$ cat config.mk
export PLATFORM = sky130hd
export DESIGN_NAME = ddr_read_config_mc
export DESIGN_NICKNAME = d
export VERILOG_FILES = /design/src/rtl/ddr_read_config_mc.sv
export SDC_FILE = /design/constraint.sdc
export NUM_CORES = 1
export LEC_CHECK = 0
export ABC_AREA = 1
export BUFFER_PORTS_ARGS = -buffer_cell sky130_fd_sc_hd__buf_4
export CAP_MARGIN = 40
export CORE_MARGIN = 1.5
export CORE_UTILIZATION = 50
export CTS_BUF_LIST = sky130_fd_sc_hd__clkbuf_4 sky130_fd_sc_hd__clkbuf_8
export CTS_CLUSTER_DIAMETER = 120
export DETAILED_ROUTE_END_ITERATION = 16
export PLACE_DENSITY = 0.8
export SLEW_MARGIN = 20
export SYNTH_ARGS = -nofsm -noshare
export SYNTH_HDL_FRONTEND = slang
export SYNTH_SLANG_ARGS = --single-unit
$ cat constraint.sdc
create_clock -name clk -period 13.97 [get_ports clk]
set_input_delay 2.0955 -clock clk [delete_from_list [all_inputs] [get_ports clk]]
set_output_delay 2.0955 -clock clk [all_outputs]
set_load 0.02 [all_outputs]
$ cat src/rtl/ddr_read_config_mc.sv
// ---------------------------------------------------------------------------
// ddr_read_config_mc
//
// Multi-channel DDR read-command generator. One read instruction from the
// dispatcher is decoded into a (st_addr, burst, step, burst_num) config for
// the DDR read channel selected by buf_id. Linear transfers longer than
// MAX_BURST are issued as back-to-back sub-bursts. Every accepted
// instruction is also forwarded to the data-receive module through a
// one-entry valid/ready slot.
//
// Optional feature macro: DDR_RD_CONF_PERF_EN
//   When defined, adds perf_ins_cnt (accepted instructions) and
//   perf_stall_cnt (ISSUE cycles with valid && !ready), both saturating.
//
// Ports
//   clk, rst                 clock, synchronous active-high reset
//   in_img_width/out_img_width, in_ch_seg/out_ch_seg   global image regs
//   ins_valid/ins_ready/ins  instruction input handshake
//   rx_ins_valid/rx_ins_ready/rx_ins   forwarded instruction slot
//   conf_valid/conf_ready    per-channel config handshake
//   conf_st_addr/conf_burst/conf_step/conf_burst_num   packed per channel,
//                            channel c at [c*W +: W]
//   perf_ins_cnt/perf_stall_cnt   (DDR_RD_CONF_PERF_EN only)
//   busy                     FSM not idle
// ---------------------------------------------------------------------------
module ddr_read_config_mc #(
   parameter int NUM_CH      = 2,
   parameter int INST_W      = 64,
   parameter int DDR_ADDR_W  = 32,
   parameter int BURST_W     = 16,
   parameter int TD_RATE     = 2,
   parameter int MAX_BURST   = 256,
   parameter int ADDR_STRIDE = 1
) (
   input  logic                         clk,
   input  logic                         rst,
   input  logic [7:0]                   in_img_width,
   input  logic [7:0]                   out_img_width,
   input  logic [3:0]                   in_ch_seg,
   input  logic [3:0]                   out_ch_seg,
   input  logic                         ins_valid,
   output logic                         ins_ready,
   input  logic [INST_W-1:0]            ins,
   output logic                         rx_ins_valid,
   input  logic                         rx_ins_ready,
   output logic [INST_W-1:0]            rx_ins,
   output logic [NUM_CH-1:0]            conf_valid,
   input  logic [NUM_CH-1:0]            conf_ready,
   output logic [NUM_CH*DDR_ADDR_W-1:0] conf_st_addr,
   output logic [NUM_CH*BURST_W-1:0]    conf_burst,
   output logic [NUM_CH*DDR_ADDR_W-1:0] conf_step,
   output logic [NUM_CH*BURST_W-1:0]    conf_burst_num,
`ifdef DDR_RD_CONF_PERF_EN
   output logic [31:0]                  perf_ins_cnt,
   output logic [31:0]                  perf_stall_cnt,
`endif
   output logic                         busy
);

   localparam int CH_W = (NUM_CH > 1) ? $clog2(NUM_CH) : 1;

   typedef enum logic [1:0] {
      ST_IDLE  = 2'd0,
      ST_CALC  = 2'd1,
      ST_ISSUE = 2'd2
   } state_t;

   // Clamp a remaining beat count to the largest legal single burst.
   function automatic logic [31:0] min_burst(input logic [31:0] r);
      if (r > 32'(MAX_BURST)) begin
         min_burst = 32'(MAX_BURST);
      end else begin
         min_burst = r;
      end
   endfunction

   state_t                  state_q, state_d;
   logic [INST_W-1:0]       ins_q, ins_d;
   logic                    rx_valid_q, rx_valid_d;
   logic [CH_W-1:0]         ch_q, ch_d;
   logic [DDR_ADDR_W-1:0]   addr_q, addr_d;
   logic [31:0]             rem_q, rem_d;
   logic [31:0]             burst_q, burst_d;
   logic [DDR_ADDR_W-1:0]   step_q, step_d;
   logic [BURST_W-1:0]      bnum_q, bnum_d;

   logic                    accept_s;
   logic                    ch_ready_s;
   logic [31:0]             rem_next_s;

   // decoded fields of the latched instruction
   logic [3:0]              opcode_s;
   logic [5:0]              buf_id_s;
   logic [3:0]              row_s;
   logic [3:0]              pix_s;
   logic [7:0]              size_s;
   logic [11:0]             p_size_s;
   logic [31:0]             st_addr_s;
   logic [31:0]             pix_p1_s;
   logic [31:0]             calc_burst_s;
   logic [31:0]             calc_rem_s;
   logic [31:0]             calc_step_s;
   logic                    calc_issue_s;

   assign accept_s   = ins_valid && ins_ready;
   assign ch_ready_s = conf_ready[ch_q];
   assign rem_next_s = rem_q - burst_q;

   assign opcode_s  = ins_q[61:58];
   assign buf_id_s  = ins_q[57:52];
   assign p_size_s  = ins_q[51:40];
   assign row_s     = ins_q[47:44];
   assign pix_s     = ins_q[43:40];
   assign size_s    = ins_q[39:32];
   assign st_addr_s = ins_q[31:0];
   assign pix_p1_s  = {28'd0, pix_s} + 32'd1;

   // Instruction decode: all arithmetic kept at 32 bits, truncated only at the ports.
   always_comb begin
      calc_burst_s = 32'd0;
      calc_rem_s   = 32'd0;
      calc_step_s  = 32'd0;
      calc_issue_s = 1'b0;
      case (opcode_s[3:2])
         2'b00: begin
            calc_burst_s = (pix_p1_s * {28'd0, in_ch_seg}) << 5;
            calc_step_s  = (pix_p1_s * {24'd0, in_img_width}) << 5;
            // image configs are one burst: rem==burst finishes on first accept
            calc_rem_s   = calc_burst_s;
            calc_issue_s = 1'b1;
         end
         2'b10: begin
            calc_burst_s = (pix_p1_s * {28'd0, out_ch_seg}) << 5;
            calc_step_s  = (pix_p1_s * {24'd0, out_img_width}) << 5;
            calc_rem_s   = calc_burst_s;
            calc_issue_s = 1'b1;
         end
         2'b01: begin
            if (opcode_s[1:0] == 2'b00) begin
               calc_rem_s = {24'd0, size_s} + 32'd1;
            end else if (opcode_s[1]) begin
               calc_rem_s = {20'd0, p_size_s} * 32'(TD_RATE);
            end else begin
               calc_rem_s = {20'd0, p_size_s};
            end
            calc_burst_s = min_burst(calc_rem_s);
            calc_issue_s = (calc_rem_s != 32'd0);
         end
         default: begin
            calc_issue_s = 1'b0;
         end
      endcase
   end

   // FSM next-state logic.
   always_comb begin
      state_d = state_q;
      case (state_q)
         ST_IDLE: begin
            if (accept_s) begin
               state_d = ST_CALC;
            end else begin
               state_d = ST_IDLE;
            end
         end
         ST_CALC: begin
            if (calc_issue_s) begin
               state_d = ST_ISSUE;
            end else begin
               state_d = ST_IDLE;
            end
         end
         ST_ISSUE: begin
            if (ch_ready_s && (rem_next_s == 32'd0)) begin
               state_d = ST_IDLE;
            end else begin
               state_d = ST_ISSUE;
            end
         end
         default: begin
            state_d = ST_IDLE;
         end
      endcase
   end

   // Datapath next-state: latch, decode into config, advance sub-bursts.
   always_comb begin
      ins_d   = ins_q;
      ch_d    = ch_q;
      addr_d  = addr_q;
      rem_d   = rem_q;
      burst_d = burst_q;
      step_d  = step_q;
      bnum_d  = bnum_q;
      case (state_q)
         ST_IDLE: begin
            if (accept_s) begin
               ins_d = ins;
            end else begin
               ins_d = ins_q;
            end
         end
         ST_CALC: begin
            ch_d    = CH_W'(buf_id_s % 6'(NUM_CH));
            addr_d  = DDR_ADDR_W'(st_addr_s);
            rem_d   = calc_rem_s;
            burst_d = calc_burst_s;
            step_d  = DDR_ADDR_W'(calc_step_s);
            if (opcode_s[3:2] == 2'b01) begin
               bnum_d = {BURST_W{1'b0}};
            end else begin
               bnum_d = {{(BURST_W-4){1'b0}}, row_s};
            end
         end
         ST_ISSUE: begin
            // fields only move on acceptance, so they hold while stalled
            if (ch_ready_s) begin
               rem_d   = rem_next_s;
               addr_d  = addr_q + DDR_ADDR_W'(burst_q * 32'(ADDR_STRIDE));
               burst_d = min_burst(rem_next_s);
            end else begin
               rem_d   = rem_q;
            end
         end
         default: begin
            rem_d = rem_q;
         end
      endcase
   end

   // Forwarding slot: filled on accept, drained by rx_ins_ready.
   always_comb begin
      if (accept_s) begin
         rx_valid_d = 1'b1;
      end else if (rx_valid_q && rx_ins_ready) begin
         rx_valid_d = 1'b0;
      end else begin
         rx_valid_d = rx_valid_q;
      end
   end

   // State and datapath registers with synchronous reset.
   always_ff @(posedge clk) begin
      if (rst) begin
         state_q    <= ST_IDLE;
         ins_q      <= {INST_W{1'b0}};
         rx_valid_q <= 1'b0;
         ch_q       <= {CH_W{1'b0}};
         addr_q     <= {DDR_ADDR_W{1'b0}};
         rem_q      <= 32'd0;
         burst_q    <= 32'd0;
         step_q     <= {DDR_ADDR_W{1'b0}};
         bnum_q     <= {BURST_W{1'b0}};
      end else begin
         state_q    <= state_d;
         ins_q      <= ins_d;
         rx_valid_q <= rx_valid_d;
         ch_q       <= ch_d;
         addr_q     <= addr_d;
         rem_q      <= rem_d;
         burst_q    <= burst_d;
         step_q     <= step_d;
         bnum_q     <= bnum_d;
      end
   end

   // FSM outputs: config driven only on the selected channel while issuing.
   always_comb begin
      ins_ready      = (state_q == ST_IDLE) && !rx_valid_q && !rst;
      busy           = (state_q != ST_IDLE);
      rx_ins_valid   = rx_valid_q;
      rx_ins         = ins_q;
      conf_valid     = {NUM_CH{1'b0}};
      conf_st_addr   = {(NUM_CH*DDR_ADDR_W){1'b0}};
      conf_burst     = {(NUM_CH*BURST_W){1'b0}};
      conf_step      = {(NUM_CH*DDR_ADDR_W){1'b0}};
      conf_burst_num = {(NUM_CH*BURST_W){1'b0}};
      for (int c = 0; c < NUM_CH; c++) begin
         if ((state_q == ST_ISSUE) && (ch_q == CH_W'(c))) begin
            conf_valid[c]                                = 1'b1;
            conf_st_addr[c*DDR_ADDR_W +: DDR_ADDR_W]     = addr_q;
            conf_burst[c*BURST_W +: BURST_W]             = BURST_W'(burst_q);
            conf_step[c*DDR_ADDR_W +: DDR_ADDR_W]        = step_q;
            conf_burst_num[c*BURST_W +: BURST_W]         = bnum_q;
         end else begin
            conf_valid[c] = 1'b0;
         end
      end
   end

`ifdef DDR_RD_CONF_PERF_EN
   logic [31:0] perf_ins_q;
   logic [31:0] perf_stall_q;

   // Saturating performance counters.
   always_ff @(posedge clk) begin
      if (rst) begin
         perf_ins_q   <= 32'd0;
         perf_stall_q <= 32'd0;
      end else begin
         if (accept_s && (perf_ins_q != 32'hFFFF_FFFF)) begin
            perf_ins_q <= perf_ins_q + 32'd1;
         end else begin
            perf_ins_q <= perf_ins_q;
         end
         if ((state_q == ST_ISSUE) && !ch_ready_s && (perf_stall_q != 32'hFFFF_FFFF)) begin
            perf_stall_q <= perf_stall_q + 32'd1;
         end else begin
            perf_stall_q <= perf_stall_q;
         end
      end
   end

   assign perf_ins_cnt   = perf_ins_q;
   assign perf_stall_cnt = perf_stall_q;
`endif

endmodule

==> impl_metrics.tcl <==
set metrics [dict create \
    ctsResizeCount 0 \
    synth_edf_count 0 \
    crit_path_end_kind "flop" \
    ant_nets 0 \
    fin_crit_ns 6.27 \
    synth_cells 2681 \
    portBuffers 292 \
    hp-class "reg -> reg" \
    synthDistinctLibCells 54 \
    hold_buffers 0 \
    hold_violations 0 \
    cts-buffers-inserted 17 \
    synth.area.top_cells "dfxtp_1 22%, nand2_1 14%, inv_1 10%, ha_1 9.9%, a21oi_1 7.4%" \
    cts_tree "done" \
    ys_ff_latch 181 \
    cts_buffer_depth 2 \
    rsz0062_at_grt "no" \
    syn_to_final_growth_pct 16.6 \
    avgViaCountPerCell 5.38 \
    drive_above_1_share 0.140 \
    total_power_uw 2000 \
    design.die.area_mm2 0.0344 \
    worst_ep_required_time_ns 14.42 \
    crit_path_max_fanout 15 \
    power.leakage_uw 0.0101 \
    worst_slew_pin_slew_ns 0.832 \
    avgSynthCellArea_um2 6.21 \
    rows 66 \
    drv_cap 0 \
    place_congestion 0.958 \
    status "completed" \
    drt_wl_total_mm 57.3 \
    syn_area_mm2 0.0167 \
    hold_end "rx_ins[56]" \
    r2r-start "rx_ins[40]" \
    fin_worst_skew_ns 0.0356 \
    grt_pass1_wl_mm 88.5 \
    root_buffer "clkbuf_8" \
    holdPathStages 2 \
    clk_latency_ns 0.53 \
    max_freq_ghz 0.160 \
    grt_util_all_layers 0.333 \
    r2r-end "step_q[15]" \
    wl_per_cell_um 17.0 \
    yosysWarnings 0 \
    cp-start-kind "flop" \
    drtPass1Iterations 6 \
    post-route-period-util 0.449 \
    antenna_found_initial 5 \
    synth.largest_area_cell "dfxtp_1" \
    finalSetupTns_ns 0 \
    grt_start_max_net_pins 87 \
    core_mm2 0.0327 \
    setup_viol 0 \
    fp.dieW_um 186 \
    synthFlopType "dfxtp_1" \
    htreeDepth 4 \
    grt_pass1_vias 16800 \
    io_pins 355 \
    yosys.area.top_type_share 0.217 \
    drt_iter0_drc 1755 \
    die_h_um 186 \
    rrSetupSlack_ns 7.70 \
    ir_worst_vdd_v 0.0000763 \
    power_density_mw_per_mm2 103 \
    cts_sinks 181 \
    crit_type "reg -> reg" \
    place_hpwl_mm 45.9 \
    grt-ovfl-total 0 \
    reg2regPathDepth 24 \
    cp.arrival_ns 6.72 \
    drc 0 \
    slew_viol_final 0 \
    vias 18200 \
    seq_area_frac_synth 0.217 \
    synth-async-reset-ratio 0 \
    slew_headroom 0.446 \
    min-delay-start "rx_ins[56]" \
    post_cts_buffers 0 \
    clk_pin_slew_ns 0.10 \
    finalNetCount 3193 \
    start_util 0.509 \
]
[cell usage after synthesis (2+ instances only)]
cell type	n
xnor2_1	13
nand3_2	7
nor4_1	4
a211oi_1	12
dfxtp_1	181
a221oi_1	4
a21boi_1	2
clkinv_1	3
xor2_1	15
buf_4	62
nand4_1	24
a31oi_1	13
nor3b_1	3
o21ai_0	176
inv_2	21
inv_1	445
nand2_2	8
o21ai_1	3
nand3b_1	8
a22oi_1	3
a22o_1	4
o31ai_1	3
nor2_1	315
o21a_1	2
a21boi_0	2
clkbuf_1	84
or2_2	7
a21oi_1	245
and2_1	5
o2111ai_1	4
nor2_2	8
nand2_1	642
o221ai_1	5
ha_1	132
buf_2	5
nand3_1	72
o22ai_1	6
buf_1	4
o211ai_1	8
nor3_1	43
nor2_4	6
fa_1	50
o21bai_1	6
a21o_1	6
[worst max-delay path, cell delays in order (launching register included)]
cell     delay, ns
dfxtp_1       0.79
inv_1         0.48
nor3_1        0.35
or2_2         0.15
nand2_1       0.32
inv_1         0.52
nand2_1       0.14
fa_1          0.53
inv_1         0.06
fa_1          0.51
fa_1          0.49
ha_1          0.38
a21oi_1       0.20
nand2_1       0.10
nand2_1       0.10
nand2_1       0.06
a21oi_1       0.18
nor2_1        0.08
o21ai_0       0.16
nand2_1       0.09
a21oi_1       0.12
o21ai_0       0.11
nand2_1       0.07
nand2_1       0.05
a21oi_1       0.12
[cell usage in the layout (no fill, tap or decap), drive strengths merged, types with 5 or more instances in the layout]
cell type	n
a211oi	12
a21o	6
a21oi	245
a31oi	13
and2	5
buf	311
clkbuf	20
clkinv	8
conb	62
dfxtp	181
diode	5
fa	50
ha	132
inv	469
nand2	650
nand3	80
nand3b	8
nand4	25
nor2	329
nor3	44
o211ai	8
o21ai	179
o21bai	6
o221ai	5
o22ai	6
or2	8
xnor2	13
xor2	15
[routing by layer]
layer  share of wire  wire, um  GRT usage  vias up
met1            0.42     24200      0.441     8431
met4           0.031      1780      0.130        0
met5               0         0          0        -
met3           0.085      4850     0.0522      105
met2            0.46     26400      0.542      815
li1                -         -          -     8827
[where the power goes]
| group | internal [uW] | leakage (uW) | switching [uW] |
|---|---|---|---|
| sequential | 555 | 0.00148 | 43.7 |
| combinational | 322 | 0.00836 | 665 |
| clock | 192 | 0.000221 | 218 |
[worst max path at each step]
stage                          startpoint    endpoint  slack (ns)  cells after the start
final                          rx_ins[40]  step_q[15]        7.70                     24
after global routing           rx_ins[40]  step_q[15]        7.30                     24
after CTS                      rx_ins[40]  step_q[15]        7.86                     24
after detailed placement       rx_ins[40]  step_q[15]        7.92                     24
after global placement         rx_ins[40]  step_q[15]        8.16                     24
after floorplan           in_img_width[1]  step_q[15]        8.68                     19
[state kept, by name, summed over array words and instances (netlist names)]
signal,flops
addr_q,32
rem_q,32
ch_q,1
burst_q,32
bnum_q,4
state_q,2
rx_ins,64
rx_ins_valid,1
step_q,13
[layout make-up]
cell class              instances  area [um2]
fillers                      3210       13300
repair buffers                311        2350
clock buffers                  20         269
multi-input cells            1937       10700
flip-flops and latches        181        3620
well taps                     442         553
inverters                     469        1760
diodes                          5        12.5
clock inverters                12         165
[logic make-up (layout without fill, tap and decap cells)]
logic type	after synthesis	after routing	synth area share
flip-flops	181	181	0.217
buffers and inverters	624	812	0.155
AO/OA/AOI/OAI	509	509	0.166
AND/OR/NAND/NOR	1156	1156	0.287
adder cells (fa/ha/maj)	182	182	0.159
XOR/XNOR	28	28	0.0147
other	1	67	0.000225
[metrics by stage]
stage,cell area (um2),hold slack (ns),instances,setup WS (ns),util
global placement,19000,0.453,3338,8.16,0.580
finish,19400,0.468,3377,7.70,0.594
detailed placement,19000,0.457,3339,7.92,0.580
global route,19400,0.492,3376,7.30,0.594
floorplan,16900,0.445,2742,8.68,-
CTS,19400,0.472,3371,7.86,0.593
No activity file was read; power rests on OpenSTA's default activity.
